==> config.mk <==
export PLATFORM = sky130hd
export DESIGN_NAME = pc_sequencer
export DESIGN_NICKNAME = d
export VERILOG_FILES = /design/src/rtl/pc_sequencer.sv
export SDC_FILE = /design/constraint.sdc
export NUM_CORES = 1
export LEC_CHECK = 0
export CAP_MARGIN = 5
export CORE_MARGIN = 3
export CORE_UTILIZATION = 40
export CTS_CLUSTER_DIAMETER = 80
export DETAILED_ROUTE_END_ITERATION = 12
export GPL_TIMING_DRIVEN = 0
export PLACE_DENSITY = 0.84
export SETUP_SLACK_MARGIN = 0.4
export SKIP_CTS_REPAIR_TIMING = 1
export SYNTH_ARGS = -nofsm -noshare
export SYNTH_HDL_FRONTEND = slang
export SYNTH_SLANG_ARGS = --single-unit
==> constraint.sdc <==
create_clock -name clk -period 4.3 [get_ports clk]
set_input_delay 0.43 -clock clk [delete_from_list [all_inputs] [get_ports clk]]
set_output_delay 0.43 -clock clk [all_outputs]
set_load 0.05 [all_outputs]
==> src/rtl/pc_sequencer.sv <==
// Fetch/execute sequencer for the 9-bit CPU: owns pc and ir and holds the core on the dmem handshake.
// Optional retired-instruction counter is built when PC_SEQ_PERF_EN is defined.
module pc_sequencer #(
    parameter int PC_W = 10
) (
    input  logic            clk,
    input  logic            reset,
    input  logic            start,
    input  logic [PC_W-1:0] start_addr,
    input  logic [8:0]      instr,
    input  logic            done_i,
    input  logic            mem_req_i,
    input  logic            br_take,
    input  logic [PC_W-1:0] br_target,
    output logic [PC_W-1:0] pc,
    output logic [8:0]      ir,
    output logic            instr_valid,
    output logic            dmem_req,
    input  logic            dmem_ack,
    output logic            busy,
    output logic            halted,
    output logic [15:0]     retire_cnt
);

    localparam logic [2:0] S_IDLE  = 3'd0;
    localparam logic [2:0] S_FETCH = 3'd1;
    localparam logic [2:0] S_EXEC  = 3'd2;
    localparam logic [2:0] S_MEM   = 3'd3;
    localparam logic [2:0] S_HALT  = 3'd4;

    logic [2:0] state;
    logic       launch;

    assign launch = start && (state == S_IDLE || state == S_HALT);

    always_ff @(posedge clk) begin
        if (reset) begin
            state    <= S_IDLE;
            pc       <= '0;
            ir       <= '0;
            dmem_req <= 1'b0;
        end else begin
            case (state)
                S_IDLE, S_HALT: begin
                    if (launch) begin
                        pc    <= start_addr;
                        state <= S_FETCH;
                    end
                end
                S_FETCH: begin
                    ir    <= instr;
                    state <= S_EXEC;
                end
                S_EXEC: begin
                    // done outranks a memory op, which outranks any branch
                    if (done_i) begin
                        state <= S_HALT;
                    end else if (mem_req_i) begin
                        dmem_req <= 1'b1;
                        state    <= S_MEM;
                    end else begin
                        pc    <= br_take ? br_target : pc + PC_W'(1);
                        state <= S_FETCH;
                    end
                end
                S_MEM: begin
                    if (dmem_ack) begin
                        dmem_req <= 1'b0;
                        pc       <= pc + PC_W'(1);
                        state    <= S_FETCH;
                    end
                end
                default: state <= S_IDLE;
            endcase
        end
    end

    assign instr_valid = (state == S_EXEC);
    assign busy        = (state == S_FETCH) || (state == S_EXEC) || (state == S_MEM);
    assign halted      = (state == S_HALT);

`ifdef PC_SEQ_PERF_EN
    logic        retire;
    logic [15:0] cnt;

    assign retire = (state == S_EXEC && !done_i && !mem_req_i) ||
                    (state == S_MEM && dmem_ack);

    always_ff @(posedge clk) begin
        if (reset || launch) begin
            cnt <= '0;
        end else if (retire && cnt != 16'hFFFF) begin
            cnt <= cnt + 16'd1;
        end
    end

    assign retire_cnt = cnt;
`else
    assign retire_cnt = '0;
`endif

endmodule

# After elaboration in Yosys (flattened, before gate mapping)
# Index checks and enable logic that the tools add are counted.
dict set report word_totals {
  ff_bits 23
  wordCells 40
}
dict set report classes {
  addsub 1
  eq_ne 9
  n_mux 15
  reduce_logical 11
}
# cell count
set op_table {}
lappend op_table {{$mux 10} 5}
lappend op_table {{$pmux 10 s3} 1}
lappend op_table {{$pmux 3 s4} 1}
lappend op_table {{$add 10x1->10 const B} 1}
lappend op_table {{$ne 2x2->1 const B} 5}
lappend op_table {{$mux 3} 3}
lappend op_table {{$eq 3x2->1 const B} 2}
lappend op_table {{$reduce_and 5->1} 1}
lappend op_table {{$reduce_and 4->1} 1}
lappend op_table {{$eq 3x1->1 const B} 1}
lappend op_table {{$eq 3x3->1 const B} 1}
lappend op_table {{$logic_not 3->1} 1}
lappend op_table {{$logic_or 1x1->1} 3}
lappend op_table {{$mux 1} 3}
lappend op_table {{$reduce_bool 3->1} 1}
lappend op_table {{$mux 2} 1}
lappend op_table {{$pmux 1 s2} 1}
lappend op_table {{$reduce_and 2->1} 1}
lappend op_table {{$reduce_bool 2->1} 1}
lappend op_table {{$reduce_or 2->1} 1}
lappend op_table {{$logic_and 1x1->1} 1}

# Logic depth before layout (Yosys ltp)
# Gate-level depths: netlist (run 1).
dict set report depth {
  ltp_word 5
  depth_mapped 7
  ltp_nobuf 6
}

# Worst setup path after synthesis (run 1)
# No wires, ideal clock.
dict set report synth_path {
  path_kind {register -> register}
  from {register pc[0]}
  to {register pc[9]}
  setup_time_ns 0.074
  t_arrival_ns 1.974
  required_ns 4.226
  slack_ns 2.251
  stages_incl_launch_ff 6
  path_cell_list {dfxtp_1 and3_1 nand3_2 or4_1 a311o_1 a31oi_1}
}
dict set report synth_between {
  elab_chain_len 5
  elab_cells_between_ends 6
  classes_between {add/sub: 1; mux: 5}
}
# element line_no
set synth_rtl {}
lappend synth_rtl {{start: declaration} 15} ;# output logic [PC_W-1:0] pc,
lappend synth_rtl {{start signal: assignment} 46} ;# pc <= start_addr;
lappend synth_rtl {{start signal: assignment} 62} ;# pc <= br_take ? br_target : pc + PC_W'(1);
lappend synth_rtl {{start signal: assignment} 69} ;# pc <= pc + PC_W'(1);
lappend synth_rtl {{$add 10x1->10 *} {62, 69}}
lappend synth_rtl {{$mux 10} 62}
lappend synth_rtl {{$mux 10} 58} ;# end else if (mem_req_i) begin
lappend synth_rtl {{$mux 10} 56} ;# if (done_i) begin
lappend synth_rtl {{$pmux 10 s3 *} 43} ;# case (state)
# Mark *: on every way between the ends. The rest lies on a longest branch, timed or not. The select of a mux whose other input is x is not followed.
# A chain may end at the register's enable or synchronous reset.

# Worst setup path in the final report (run 1)
dict set report layout_path {
  from {register state[2]}
  to {output port instr_valid}
}
dict set report layout_between {
  elab_chain_len 1
}
# element line_no
set layout_rtl {}
lappend layout_rtl {{start: declaration} 31} ;# logic [2:0] state;
lappend layout_rtl {{start signal: assignment} 38} ;# state <= S_IDLE;
lappend layout_rtl {{start signal: assignment} 47} ;# state <= S_FETCH;
lappend layout_rtl {{start signal: assignment} 52} ;# state <= S_EXEC;
lappend layout_rtl {{$eq 3x2->1} 78} ;# assign instr_valid = (state == S_EXEC);
lappend layout_rtl {{end: declaration} 17} ;# output logic instr_valid,
# No other way between the ends.

==> results_dict.tcl, run 1 <==
set metrics [dict create \
    status "finished, final reports clean" \
    nNetsFinal 287 \
    dp_hpwl_mm 2.96 \
    die_y_um 64.0 \
    drive_gt1_frac 0.100 \
    synth.area.top_cells "dfxtp_1 34%, buf_4 9.5%, mux2i_1 6.7%, nor2_1 6.7%, a21oi_1 4.1%" \
    grt_pass1_vias 1318 \
    num_antenna_cells 0 \
    gp_congestion 0.838 \
    cts.htree.levels 1 \
    fmax_mhz 394 \
    dieArea_mm2 0.00410 \
    core_mm2 0.00313 \
    pwr-share-clk 0.178 \
    crit_path_start "state[2]" \
    wirelength_mm 3.86 \
    worstMarginPinSlew_ns 0.606 \
    tritoncts "done" \
    fin_crit_sh 0.591 \
    nFillCells 283 \
    grt_max_degree 14 \
    grt_use_met3 0.0193 \
    min_path_type "reg -> reg" \
    critPathRequiredTime_ns 3.87 \
    utilization 0.660 \
    multi_input_area_um2 767 \
    ir_drop_v 0.000131 \
    synthCells 172 \
    clkTransAtPathRegs_ns 0.13 \
    met1_usage 0.232 \
    cts_buffers 3 \
    finalHoldViolCount 0 \
    use_met2 0.310 \
    cts-root-buf "clkbuf_4" \
    cts_buffer_depth 2 \
    drv_slew 0 \
    worstHoldStart "ir[1]" \
    ios 75 \
    p_int_mw 0.353 \
    cts_sinks 23 \
    maxCapViolations 0 \
    setup_viol 0 \
    drc 0 \
    routedWlPerCell_um 13.2 \
    grt_setup_unrepaired "false" \
    p_seq_frac 0.421 \
    path_class "reg -> out" \
    powerDensity_mw_per_mm2 279 \
    crit_fanout 10 \
    gr-total-overflow 0 \
    grt_busiest_layer "met2" \
    worstPathArrival_ns 2.11 \
    endpoint_kind "primary output" \
    yosysSeqAreaShare 0.342 \
    ys_seq_elements 23 \
    power_switching_mw 0.223 \
    fin_crit_ns 2.54 \
    grt_pass1_wl_mm 6.01 \
    syn_avg_cell_area_um2 7.83 \
    drt_iter0_drc 58 \
    worstSkewPairLatency_ns 0.31 \
    finalSetupTns_ns 0 \
    initial_utilization 0.430 \
    seqCellArea_um2 460 \
    synth.distinct_cells 39 \
    synth_top_area_share 0.342 \
    die_w_um 64.0 \
    synth_area_mm2 0.00135 \
    finClkSkew_ns 0.00502 \
    grt_use_total 0.184 \
    comb_power_share 0.401 \
    via_count 1479 \
    r2r-start "state[2]" \
    firstDrtPassIters 4 \
    synth_top_cell_by_area "dfxtp_1" \
    viasPerCell 5.05 \
    rows 20 \
    antenna_found_initial 0 \
    portBuffers 58 \
    ant_nets 0 \
    p_sw_frac 0.387 \
    synth_warnings 0 \
    p_leak_nw 0.799 \
    critPathLaunchType "flip-flop" \
    area_delta_synth_final_pct 53.4 \
    relSlewSlack 0.593 \
]
==> cells by family (layout without fill, tap and decap cells) <==
kind of cell    after synthesis  count (layout)  synth area share
compound gates               45              45             0.221
other cells                   1              16           0.00279
buf+inv                      29              91             0.130
flops                        23              23             0.342
fa+ha+maj                     1               1           0.00929
simple gates                 64              64             0.228
mux                           9               9            0.0669
==> sequential cells by signal (all words and copies together) (netlist names) <==
register	flops
state	3
ir	9
pc	10
dmem_req	1
==> power groups by stage <==
stage | Clock [mW] | Sequential [mW] | Combinational [mW]
floorplan | 0 | 0.290 | 0.108
global placement | 0 | 0.247 | 0.228
detailed placement | 0 | 0.247 | 0.230
CTS | 0.106 | 0.242 | 0.231
global route | 0.114 | 0.245 | 0.245
finish | 0.103 | 0.243 | 0.231
==> synth_stat cells <==
cell,count
and2_1,1
nand2_1,12
nor3_1,6
and3_1,3
a211o_1,1
conb_1,1
a32oi_1,1
o2111ai_1,1
a22o_1,4
dfxtp_1,23
a311oi_1,2
and3_2,1
mux2i_1,9
a31oi_1,3
o21ai_1,1
o32ai_1,1
nand3_1,4
nand2b_1,3
inv_1,2
nand3_2,1
a311o_1,2
o21a_1,1
buf_2,2
nor4_1,2
nor2b_1,2
o211ai_1,2
nor3b_1,2
or4_1,1
ha_1,1
a22oi_1,1
a211oi_1,1
nand4_1,2
nor2_1,24
buf_4,17
a221o_1,1
a21oi_1,11
o221ai_1,1
clkbuf_1,8
o21ai_0,11
==> layer usage <==
layer,part of all wire,vias up
li1,-,745
met3,0.070,4
met2,0.49,62
met1,0.42,668
met5,0,-
met4,0.015,0
==> critical path: stages (launching register included) <==
cell             delay (ns)
dfxtp_1                0.46
nand2b_1               0.16
clkbuf_1               0.38
nor2_1                 0.09
clkdlybuf4s50_1        0.72
==> final timing paths <==
check                      to  slack, ns  depth (start not counted)
hold / removal          ir[1]       0.50                          2
setup reg to reg        pc[7]       2.41                          5
hold reg to reg         ir[1]       0.50                          2
setup / recovery  instr_valid       1.76                          4
==> layout make-up <==
cell class | instances | area share
multi-input cells | 135 | 0.371
repair buffers | 58 | 0.281
flip-flops and latches | 23 | 0.223
plain buffers | 27 | 0.0812
well taps | 44 | 0.0267
clock buffers | 3 | 0.0109
inverters | 2 | 0.00363
clock inverters | 1 | 0.00242
==> cell usage in the layout, fill, tap and decap left out, drive strengths merged, types with 3 or more instances in the layout <==
master,netlist,routed
and3,4,4
nor2,24,24
conb,1,16
a22o,4,4
buf,19,19
a31oi,3,3
nand2b,3,3
mux2i,9,9
nand2,12,12
o21ai,12,12
nor3,6,6
clkdlybuf4s50,0,58
a21oi,11,11
dfxtp,23,23
clkbuf,8,11
nand3,5,5
==> per-stage QoR <==
stage	setup WS, ns	instance area [µm²]	power [mW]	hold slack, ns	std cells
detailed placement	1.95	2040	0.477	0.482	289
floorplan	2.25	1400	0.398	0.495	187
CTS	1.74	2070	0.579	0.512	293
finish	1.76	2070	0.576	0.504	293
global route	1.65	2070	0.605	0.554	293
global placement	2.00	2040	0.475	0.472	289
Power figures use the tool's default switching activity.
==> run 2, diff against run 1 <==
Settings changed: CORE_UTILIZATION 40 to 35, PLACE_DENSITY 0.84 to 0.78.
Clock period 4.3 ns to 2.2 ns, I/O delays scaled along.
==> run 2 against run 1 <==
Hold slack worse by 0.0013 ns. Sequential power up 95%. Clock skew increased by 0.0043 ns. Cell count increased by 1.4%. First-iteration DRC count increased by 110%. Highest routed layer unchanged. Power up 110%. Register-to-register slack got worse by 1.9 ns. Largest power group unchanged. Combinational power up 98%. Critical path depth up 2.
==> results_dict.tcl, run 2 (synthesized netlist as in run 1, its figures left out) <==
set metrics [dict create \
    dieArea_mm2 0.00463 \
    crit_fanout 9 \
    finalInstanceArea_mm2 0.00214 \
    path_cells "clkdlybuf4s50_1 -> nor2b_1 -> buf_4 -> or4_4 -> a311o_1 -> a31oi_1" \
    ir_drop_v 0.000565 \
    drive_gt1_frac 0.171 \
    relSlewSlack 0.656 \
    clkTransAtPathRegs_ns 0.09 \
    initial_utilization 0.382 \
    tritoncts "done" \
    finalHoldViolCount 0 \
    maxCapViolations 0 \
    grt_use_total 0.172 \
    cts_buffers 3 \
    routedWlPerCell_um 12.9 \
    multi_input_area_um2 783 \
    nNetsFinal 289 \
    powerDensity_mw_per_mm2 560 \
    critPathRequiredTime_ns 2.40 \
    grt_pass1_vias 1380 \
    fmax_mhz 574 \
    wirelength_mm 3.84 \
    gr-total-overflow 0 \
    cp_num_cells 6 \
    core_mm2 0.00352 \
    layout_commonest_cell "clkdlybuf4s50_1" \
    cts.htree.levels 1 \
    rows 21 \
    slowest_delay_ns 0.51 \
    cp_top_family "simple AND/OR/NAND/NOR gates" \
    regToRegSetupSlack_ns 0.50 \
    setup_viol 0 \
    portBuffers 58 \
    drt_iter0_drc 120 \
    crit_path_start "br_take" \
    worstMarginPinSlew_ns 0.515 \
    crit_buf_inv 2 \
    p_leak_nw 0.869 \
    gp_congestion 0.858 \
    firstDrtPassIters 4 \
    ios 75 \
    endpoint_kind "flip-flop" \
    nFillCells 339 \
    cts-root-buf "clkbuf_8" \
    dp_hpwl_mm 2.83 \
    path_class "in -> reg" \
    num_antenna_cells 0 \
    min_path_type "reg -> reg" \
    status "finished, final reports clean" \
    final_cell_mix "54 x clkdlybuf4s50_1, 24 x nor2_1, 20 x buf_4, 17 x dfxtp_1, 16 x conb_1" \
    critPathSlowestCell "or4_4" \
    setup.worst_path.end "pc[9]" \
    seqCellArea_um2 475 \
    top_regs "pc x10, ir x9, state x3" \
    grt_max_degree 13 \
    r2r-start "pc[4]" \
    worstPathArrival_ns 1.94 \
    cts_buffer_depth 2 \
    drv_slew 0 \
    utilization 0.607 \
    die_y_um 68.0 \
    viasPerCell 5.12 \
    rr_worst_depth 5 \
    post_dp_cell_area_mm2 0.00206 \
    critPathLaunchType "primary input" \
    reg2reg_to "pc[9]" \
    grt_pass1_wl_mm 6.11 \
    finClkSkew_ns 0.00935 \
    grt_setup_unrepaired "false" \
    cts_sinks 23 \
    area_delta_synth_final_pct 58.6 \
    worstSkewPairLatency_ns 0.27 \
    via_count 1521 \
    die_w_um 68.0 \
    fin_crit_sh 0.791 \
    antenna_found_initial 0 \
    top_register "pc" \
    fin_crit_ns 1.74 \
    largest_reg_flops 10 \
    ant_nets 0 \
    drc 0 \
]
==> run 2: changes by cell type in the layout (fill, tap and decap cells not counted), moves of 4 or more <==
cell	change
clkbuf_1	-4
clkbuf_2	+5
clkdlybuf4s50_1	-4
dfxtp_1	-6
==> run 2: layout make-up <==
cell class / instances / area share
buffer: 27 / 0.0826
tap: 46 / 0.0269
sequential: 23 / 0.223
clock buffer: 4 / 0.0211
inverter: 2 / 0.00351
timing repair buffer: 60 / 0.277
multi-input combinational: 135 / 0.367
==> run 2: report_power, final <==
part	total [mW]	switching [mW]	leakage (nW)	internal, mW
sequential	0.475	0.0291	0.191	0.446
clock	0.265	0.135	0.0228	0.129
combinational	0.457	0.277	0.654	0.180
total	1.20	0.442	0.869	0.755
==> run 2: worst min path at each step <==
stage,startpoint,endpoint,slack (ns),depth (start not counted)
finish,ir[0],ir[0],0.50,2
global route,pc[1],pc[1],0.54,2
CTS,pc[1],pc[1],0.51,2
detailed placement,ir[1],ir[1],0.49,2
global placement,ir[8],ir[8],0.47,2
floorplan,reset,dmem_req,0.29,1
==> run 2: through the flow <==
stage	hold WS (ns)	setup TNS [ns]	total power, mW	setup slack [ns]	std cells
after floorplan	0.292	0	0.779	0.401	187
after global placement	0.473	0	0.930	0.124	291
after detailed placement	0.489	0	0.934	0.129	291
after CTS	0.508	-0.0684	1.20	-0.0655	295
after global routing	0.536	0	1.25	0.415	297
final	0.503	0	1.20	0.459	297
==> run 2: worst min-delay path, stage by stage, from the launching register on <==
cell	delay (ns)
dfxtp_1	0.33
mux2i_1	0.06
nor2_1	0.07
==> run 2: layer usage <==
layer | wire length, µm | track usage | vias to the layer above | share of wire
li1 | - | - | 742 | -
met1 | 1680 | 0.200 | 711 | 0.44
met2 | 1680 | 0.278 | 64 | 0.44
met3 | 446 | 0.0854 | 4 | 0.12
met4 | 33 | 0.0471 | 0 | 0.0086
met5 | 0 | 0 | - | 0
==> run 3, diff against run 2 <==
Settings changed: CORE_UTILIZATION 35 to 38, PLACE_DENSITY 0.78 to 0.8.
Clock period 2.2 ns to 1.8 ns, I/O delays scaled along.
==> run 3 against run 2 <==
Setup slack lost 0.37 ns. Utilization grew 18 points. Largest power group is now combinational cells. Register-to-register slack lost 0.41 ns. Clock power shrank 4%. Clock skew grew 0.0030 ns. Non-clock buffer count grew 20. Via count grew 4.9%.
==> results_dict.tcl, run 3 (synthesized netlist as in run 1, its figures left out) <==
set metrics [dict create \
    status "finished, final reports clean" \
    comb_power_share 0.447 \
    cts.htree.levels 1 \
    dp_cells 289 \
    num_antenna_cells 0 \
    grt_max_degree 14 \
    crit_fanout 5 \
    seqCellArea_um2 490 \
    path_class "reg -> reg" \
    drive_gt1_frac 0.347 \
    post_dp_cell_area_mm2 0.00212 \
    cts_sinks 23 \
    worstMarginPinSlew_ns 0.523 \
    m1WireLength_mm 1.88 \
    p_sw_frac 0.395 \
    nFillCells 222 \
    core_mm2 0.00320 \
    ant_nets 0 \
    gr-total-overflow 0 \
    grt_pass1_vias 1435 \
    finalInstanceArea_mm2 0.00252 \
    final_cell_mix "35 x clkdlybuf4s50_1, 33 x buf_4, 20 x nor2_1, 17 x dlymetal6s2s_1, 16 x conb_1" \
    p_int_mw 0.922 \
    via_count 1596 \
    grt_use_total 0.192 \
    multi_input_area_um2 927 \
    wirelength_mm 4.68 \
    ir_drop_v 0.000453 \
    finalHoldViolCount 0 \
    clkTransAtPathRegs_ns 0.14 \
    wl_met2_mm 2.25 \
    critPathRequiredTime_ns 2.06 \
    fin_crit_ns 1.71 \
    routedWlPerCell_um 14.8 \
    p_seq_frac 0.385 \
    fin_crit_sh 0.951 \
    pwr-share-clk 0.168 \
    min_path_type "in -> reg" \
    firstDrtPassIters 4 \
    ios 75 \
    worstSkewPairLatency_ns 0.33 \
    largest_reg_flops 10 \
    gp_congestion 0.843 \
    rows 20 \
    viasPerCell 5.07 \
    grt_setup_unrepaired "true" \
    portBuffers 58 \
    drc 0 \
    fin_cells 315 \
    cts_buffer_depth 2 \
    antenna_found_initial 0 \
    tritoncts "done" \
    relSlewSlack 0.651 \
    top_register "pc" \
    powerDensity_mw_per_mm2 605 \
    worstPathArrival_ns 1.97 \
    cts_buffers 3 \
    wl_met3_um 471 \
    p_leak_nw 1.27 \
    cts-root-buf "clkbuf_4" \
    power_switching_mw 0.601 \
    dp_hpwl_mm 2.90 \
    top_layer_used "met4" \
    finClkSkew_ns 0.0123 \
    die_w_um 65.5 \
    drt_iter0_drc 93 \
    drv_slew 0 \
    fmax_mhz 584 \
    area_delta_synth_final_pct 87.0 \
    layout_setup_ws_ns 0.0885 \
    maxCapViolations 0 \
    layout_commonest_cell "clkdlybuf4s50_1" \
    top_regs "pc x10, ir x9, state x3" \
    dieArea_mm2 0.00429 \
    initial_utilization 0.420 \
    endpoint_kind "flip-flop" \
    nNetsFinal 309 \
    die_y_um 65.5 \
    grt_pass1_wl_mm 6.51 \
    setup_viol 0 \
    critPathLaunchType "flip-flop" \
    dp_slack_ns -0.157 \
]
-- run 3: changes by cell type in the layout (fill, tap and decap cells not counted), sizes merged --
cell / previous run / this run
buf: 23 / 46
clkdlybuf4s50: 54 / 35
clkinv: 0 / 1
dlymetal6s2s: 2 / 17
-- run 3: worst paths after layout --
path	to	start	slack [ns]	depth (start not counted)
setup reg to reg	pc[9]	pc[0]	0.09	5
hold reg to reg	state[1]	state[2]	0.50	1
setup / recovery	pc[9]	pc[0]	0.09	5
hold / removal	pc[6]	start_addr[6]	0.44	3
-- run 3: power by group through the flow --
stage	clock [mW]	sequential (mW)	combinational, mW
after detailed placement	0	0.593	0.568
after CTS	0.257	0.582	0.570
final	0.255	0.587	0.680
after floorplan	0	0.695	0.275
after global placement	0	0.592	0.566
after global routing	0.289	0.594	0.722
-- run 3: layout make-up --
| cell class | count | share of cell area |
|---|---|---|
| buffer | 27 | 0.0880 |
| clock buffer | 3 | 0.00895 |
| clock inverter | 1 | 0.00199 |
| inverter | 2 | 0.00298 |
| multi-input combinational | 135 | 0.368 |
| sequential | 23 | 0.195 |
| tap | 44 | 0.0219 |
| timing repair buffer | 80 | 0.313 |
-- run 3: stage by stage --
stage	util	TNS, ns	power [mW]	hold WS [ns]
after floorplan	-	0	0.970	0.245
after global placement	0.662	-0.266	1.16	0.471
after detailed placement	0.662	-0.293	1.16	0.485
after CTS	0.670	-0.996	1.41	0.446
after global routing	0.786	0	1.60	0.441
final	0.786	0	1.52	0.439
-- run 3: critical path, stage by stage, from the launching register on --
cell,delay (ns)
dfxtp_4,0.40
and3_4,0.20
nand3_4,0.08
or4_1,0.48
a311o_1,0.30
a31oi_1,0.18
-- run 3: metal layers --
| metal | global-route usage | up-vias |
|---|---|---|
| met5 | 0 | - |
| met2 | 0.305 | 73 |
| met3 | 0.0786 | 9 |
| met1 | 0.233 | 726 |
| met4 | 0.0674 | 0 |
| li1 | - | 788 |
